===== config.mk =====
export PLATFORM = sky130hd
export DESIGN_NAME = regfile
export DESIGN_NICKNAME = d
export VERILOG_FILES = /design/src/rtl/regfile.sv
export SDC_FILE = /design/constraint.sdc
export NUM_CORES = 2
export LEC_CHECK = 0
export CORE_UTILIZATION = 40
export CTS_CLUSTER_DIAMETER = 60
export DETAILED_ROUTE_END_ITERATION = 10
export GPL_TIMING_DRIVEN = 0
export PLACE_DENSITY_LB_ADDON = 0.15
export SLEW_MARGIN = 15
export SYNTH_ARGS = -nofsm -noshare
export SYNTH_HDL_FRONTEND = slang
export SYNTH_SLANG_ARGS = --single-unit

===== constraint.sdc =====
create_clock -name clk -period 3.65 [get_ports clk]
set_clock_uncertainty 0.15 [all_clocks]
set_input_delay 0.73 -clock clk [delete_from_list [all_inputs] [get_ports clk]]
set_output_delay 0.73 -clock clk [all_outputs]
set_load 0.01 [all_outputs]

===== src/rtl/regfile.sv =====
// -----------------------------------------------------------------------------
// regfile
//   32 x 32-bit RISC-V integer register file for the multi-cycle CPU.
//   Two combinational read ports feed the A/writedata latch stage. One
//   synchronous write port is driven from the writeback result. A third
//   combinational read port is provided for debug.
//   x0 is hardwired to zero and is never stored.
//
// Configuration macro:
//   REGFILE_BYPASS_EN  When defined, a write in the current cycle is
//                      forwarded to any read port whose address matches
//                      A3. Forwarding is suppressed while rst_n is low.
//                      When undefined, reads always return stored contents.
//
// Parameters:
//   XLEN   data width of each register
//   NREGS  number of architectural registers (address width = $clog2(NREGS))
//
// Ports:
//   clk       in   system clock; writes occur on the rising edge
//   rst_n     in   asynchronous active-low reset; clears every register
//   A1        in   read port 1 address (rs1)
//   A2        in   read port 2 address (rs2)
//   A3        in   write address (rd)
//   WD3       in   write data
//   WE3       in   write enable, sampled at posedge clk
//   RD1       out  read data 1 (combinational)
//   RD2       out  read data 2 (combinational)
//   dbg_addr  in   debug read address
//   dbg_data  out  debug read data (combinational, same rules as RD1)
// -----------------------------------------------------------------------------
module regfile #(
  parameter int unsigned XLEN  = 32,
  parameter int unsigned NREGS = 32,
  localparam int unsigned AW   = $clog2(NREGS)
) (
  input  logic            clk,
  input  logic            rst_n,
  input  logic [AW-1:0]   A1,
  input  logic [AW-1:0]   A2,
  input  logic [AW-1:0]   A3,
  input  logic [XLEN-1:0] WD3,
  input  logic            WE3,
  output logic [XLEN-1:0] RD1,
  output logic [XLEN-1:0] RD2,
  input  logic [AW-1:0]   dbg_addr,
  output logic [XLEN-1:0] dbg_data
);

  logic [XLEN-1:0] regs [NREGS];
  logic            wr_en;

  // A write to x0 is discarded here so x0 never holds anything but reset zero.
  assign wr_en = WE3 && (A3 != '0);

  always_ff @(posedge clk or negedge rst_n) begin
    if (!rst_n) begin
      for (int unsigned i = 0; i < NREGS; i++) begin
        regs[i] <= '0;
      end
    end else if (wr_en) begin
      regs[A3] <= WD3;
    end
  end

`ifdef REGFILE_BYPASS_EN
  // Forwarding: a matching in-flight write overrides the stored value. The
  // rst_n gate keeps reads at zero while reset holds, even if WE3 is high.
  always_comb begin
    RD1 = (A1 == '0) ? '0 : regs[A1];
    if (wr_en && (A3 == A1)) RD1 = WD3;
    if (!rst_n) RD1 = '0;
  end

  always_comb begin
    RD2 = (A2 == '0) ? '0 : regs[A2];
    if (wr_en && (A3 == A2)) RD2 = WD3;
    if (!rst_n) RD2 = '0;
  end

  always_comb begin
    dbg_data = (dbg_addr == '0) ? '0 : regs[dbg_addr];
    if (wr_en && (A3 == dbg_addr)) dbg_data = WD3;
    if (!rst_n) dbg_data = '0;
  end
`else
  // Stored contents only; reset already clears the array asynchronously.
  always_comb begin
    RD1 = (A1 == '0) ? '0 : regs[A1];
  end

  always_comb begin
    RD2 = (A2 == '0) ? '0 : regs[A2];
  end

  always_comb begin
    dbg_data = (dbg_addr == '0) ? '0 : regs[dbg_addr];
  end
`endif

endmodule

## Yosys cells after proc, flatten, opt, wreduce, memory -nomap -nowiden

Cells that the tools add are included.

| cells by class | value |
|---|---|
| order comparisons | 5 |
| multiplexer cells | 15 |
| bitwise gates (word level) | 4 |
| reduce and logical (&&, ||, !) cells | 6 |

Operators by type and width:

| operator | number |
|---|---|
| 1024-bit bitwise mux | 1 |
| 32-bit binary-select mux with 5-bit select | 3 |
| 32-bit two-way mux | 10 |
| 32-bit demux with 5-bit select | 1 |
| 6-bit >= comparator, second input constant | 4 |
| 5-bit inverter with 6-bit output | 4 |
| 5-bit logical NOT | 3 |
| 6-bit by 1-bit less-than comparator with 1-bit output, second input constant | 1 |
| 5-bit nonzero test | 1 |
| 1-bit logical AND | 2 |

| word-level totals | value |
|---|---|
| flip-flop bits (word level) | 1024 |
| bits of input ports | 55 |
| output and inout bits | 96 |
| logic and storage cells | 62 |

## Logic depth before layout (Yosys ltp)

| logic depth | value |
|---|---|
| depth in word-level cells | 6 |
| gate-level depth with buffers | 10 |
| depth with buffers taken out | 4 |

## Worst setup path after synthesis

OpenSTA, ideal clock, no wires.

| timing | value |
|---|---|
| kind | in2out |
| from | input port dbg_addr[1] |
| to | output port dbg_data[20] |
| data arrival time | 2.412 ns |
| required time | 2.770 ns |
| setup slack | 0.358 ns |
| stages on the path | 7 |
| buffers on the path | 3 |
| cells stage by stage | buf_2 > buf_4 > buf_2 > mux4_2 > mux2_2 > o22ai_1 > nor3_1 |

| on the way | value |
|---|---|
| cells in the longest elaborated chain, start to end | 5 |
| elaborated cells on any way between the ends | 6 |
| classes of those cells | 4 x mux; 1 x bitwise; 1 x reduce/logical |

Ends and longest elaborated chain:

| what | line | RTL |
|---|---|---|
| from (decl) | 46 | `input logic [AW-1:0] dbg_addr,` |
| 5-bit inverter with 6-bit output (not written as such) | 97 | `dbg_data = (dbg_addr == '0) ? '0 : regs[dbg_addr];` |
| 32-bit binary-select mux with 5-bit select | 97 |  |
| 32-bit two-way mux (not written as such) (2 in a row) | 97 |  |
| 32-bit two-way mux * | 97 |  |
| to (decl) | 47 | `output logic [XLEN-1:0] dbg_data` |

Every way passes the cells marked *; elsewhere a longest branch is shown, timed or not. The select of a mux whose other input is x is not followed.

## Final worst setup path

| timing | value |
|---|---|
| from | input port A1[0] |
| to | output port RD1[28] |

| on the way | value |
|---|---|
| cells in the longest elaborated chain, start to end | 5 |
| elaborated cells on any way between the ends | 6 |
| classes of those cells | 4 x mux; 1 x bitwise; 1 x reduce/logical |

Ends and longest elaborated chain:

| what | line | RTL |
|---|---|---|
| from (decl) | 39 | `input logic [AW-1:0] A1,` |
| 5-bit inverter with 6-bit output (not written as such) | 89 | `RD1 = (A1 == '0) ? '0 : regs[A1];` |
| 32-bit binary-select mux with 5-bit select | 89 |  |
| 32-bit two-way mux (not written as such) (2 in a row) | 89 |  |
| 32-bit two-way mux * | 89 |  |
| to (decl) | 44 | `output logic [XLEN-1:0] RD1,` |

Marks and branches as above.

==> flow_summary_export.csv <==
group,metric,value,unit
sta,drv_slew,0,
worst_setup_path,slowest_stage,"mux4_2",
worst_setup_path,cp_data_arrival_time,2.99,ns
synthesis,syn_nets,4258,
global_route,grt_pass1_vias,47913,
synthesis,yosysWarnings,0,
global_route,grt_pass1_wl,419.5,mm
finish,finish.utilization,0.5220,
global_route,antenna_found_initial,14,
sta,tightest_slew,1.274,ns
detailed_routing,drtAntennaViolNets,0,
floorplan,dieArea,157400,sq um
floorplan,die_h,396.8,um
synthesis,synth-seq-cells,1024,
worst_setup_path,path_class,"in2out",
sta,post-route-period-util,1.061,
floorplan,coreArea,154400,sq um
detailed_routing,viasPerCell,7.038,
pwr,leakage,33.61,nW
cts,cts.sinks,1024,
finish,finalInstanceArea,80590,sq um
worst_setup_path,crit_path_max_incr_delay,0.50,ns
worst_setup_path,critPathTopFamily,"buffers and inverters",
synthesis,synth_edf_count,0,
worst_setup_path,cp_cell_sequence,"clkbuf_16 -> buf_16 -> buf_16 -> buf_16 -> buf_12 -> mux4_2 -> a22o_4 -> a211oi_4 -> nor3_4 -> buf_2",
finish,largest_reg_flops,1024,
finish,drive_gt1_frac,0.6208,
cts,insertion_delay,0.83,ns
global_route,grt_use_total,0.3953,
cts,cts_root_buffer,"clkbuf_16",
synthesis,synth-main-ff-cell,"dfrtp_1",
floorplan,die_w,396.8,um
worst_setup_path,crit_path_end_kind,"output port",
worst_setup_path,critPathMaxFanout,8,
place,port_buffers,143,
cts,cts_buffer_depth,3,
detailed_routing,drc_errors,12,
finish,multi_input_area,37720,sq um
cts,cts_tree,"yes",
cts,clk_pin_slew,0.04,ns
cts,h-tree-depth,4,
detailed_routing,first_iter_violations,7232,
run_status,violations,"DRC, setup timing",
sta,rsz0062_at_grt,"true",
finish,fin_nets,4819,
pwr,total_power,42.35,mW
place,hpwl,214.4,mm
sta,finalHoldViolCount,0,
global_route,grt_overflow,0,
sta,setup_tns,-6.356,ns
synthesis,netlist_area,62340,sq um
place,gp_congestion,1.026,
finish,largest_register,"regs",
synthesis,syn_area_per_cell,14.83,sq um
finish,area_growth,29.28,%
floorplan,row_count,144,
detailed_routing,wl,314.9,mm
floorplan,io_pins,151,
flow_run,cap_violations,0,
sta,fin_ws,-0.2222,ns
cts,numCtsBuffers,137,
synthesis,seq_area_frac_synth,0.4110,
synthesis,postSynthCellCount,4203,
worst_setup_path,worstPathRequired,2.77,ns
min_path,hp-class,"in2async",
detailed_routing,vias,48740,
finish,register_area,25620,sq um
worst_setup_path,crit_buf_inv,6,
finish,largest_registers,"regs: 1024 flops",
worst_setup_path,crit_path_frequent_cell,"buf_16",
sta,setup_viol,80,
sta,whs,0.3077,ns
detailed_routing,drtPass1Iterations,9,
floorplan,initial_core_util,0.4037,
sta,period_needed,3.872,ns
global_route,grt_max_degree,147,
sta,relSlewSlack,0.1508,
synthesis,async_flop_share,1.000,
detailed_routing,wire_per_inst,45.47,um
synthesis,netlist-cell-type-count,42,
run_status,status,"complete, but fails checks",
pwr,peakVddDrop,0.5679,mV
pwr,cellPowerDensity,525.5,nW/um^2
sta,fmax,0.2582,GHz
place,post_dp_cell_area,67020,sq um
worst_setup_path,start_kind,"primary input",
finish,nFillCells,12844,
-- cells in the mapped netlist, types with 31 or more instances --
cell      number  share of area
mux4_2       680           0.25
buf_2        114         0.0092
o22ai_1       94         0.0094
buf_4         45         0.0054
a21oi_1       40         0.0032
clkbuf_1     264          0.016
dfrtp_1     1024           0.41
nor2b_1       50         0.0050
nor3_1        67         0.0054
a211oi_1      56         0.0067
mux2_2      1056           0.19
mux2i_1      283          0.045
a22oi_1       79         0.0095
a22o_1        47         0.0066
nand2_1       31         0.0019
buf_1         67         0.0040
-- cell type report --
type,instances,share of cell area
Sequential cell,1024,0.3179
Tap cell,2044,0.03173
Inverter,2,0.0002484
Buffer,496,0.06412
Clock inverter,63,0.009144
Multi-Input combinational cell,2667,0.4680
Antenna cell,5,0.0001552
Timing Repair Buffer,436,0.05904
Clock buffer,188,0.04963
-- timing repair --
item | CTS | global route
setup endpoints to repair | 96 | 89
hold buffers | 1 | 0
pin swaps | 159 | 95
hold endpoints to repair | 65 | 0
cloned | 17 | 12
gates resized for setup | 1639 | 186
setup buffers | 145 | 104
-- power breakdown --
| part | switching, mW | total [mW] | internal [mW] |
|---|---|---|---|
| Clock | 5.82 | 14.4 | 8.56 |
| Sequential | 2.37 | 15.9 | 13.5 |
| Combinational | 5.60 | 12.1 | 6.48 |
-- logic make-up (layout without fill, tap and decap cells) --
logic type             count (synthesis)  count (layout)  share of synthesized area
AOI/OAI and AO/OA                    403             403                    0.04765
buffers and inverters                512            1185                    0.03801
DFF                                 1024            1024                     0.4110
muxes                               2019            2019                     0.4818
and+or+nand+nor                      245             245                    0.02146
other                                  0               5                          0
-- metal layers --
metal  vias up  track usage  share of wire
met1     25966       0.4994           0.37
met4        16       0.2635          0.082
met3      1003       0.1707           0.14
met2      3759       0.5458           0.41
li1      17996            -              -
met5         -     0.008005         0.0019
-- final timing paths --
kind                       startpoint         end  slack, ns  depth (start not counted)
min                             rst_n   regs[105]       0.31                          2
min in group clk           regs[1018]  regs[1018]       0.36                          1
max                             A1[0]     RD1[28]      -0.22                         10
min reg2reg                regs[1018]  regs[1018]       0.36                          1
max in group asynchronous       rst_n   regs[728]       0.43                          6
max reg2reg                  regs[17]    regs[17]       2.55                          2
-- placed cells by master (no fill, tap or decap), types with 38 or more instances in the layout --
cell,Yosys,layout
clkbuf_16,0,169
buf_2,114,110
mux2_2,1056,1039
a22oi_1,79,63
buf_4,45,164
buf_1,67,45
buf_8,0,45
clkbuf_1,264,173
buf_16,0,68
buf_6,17,82
clkbuf_8,0,61
clkdlybuf4s50_1,0,38
dfrtp_1,1024,1024
buf_12,0,94
mux2i_1,283,263
o22ai_2,0,50
mux4_2,680,680
-- per-stage QoR --
stage,setup slack (ns),instances
6_report,-0.2222,6925
5_1_grt,-0.2119,6920
4_1_cts,-0.1471,6823
3_5_place_dp,-3.182,6420
3_3_place_gp,-47.01,6390
2_1_floorplan,0.3576,4203
No activity file was read; power rests on OpenSTA's default activity.
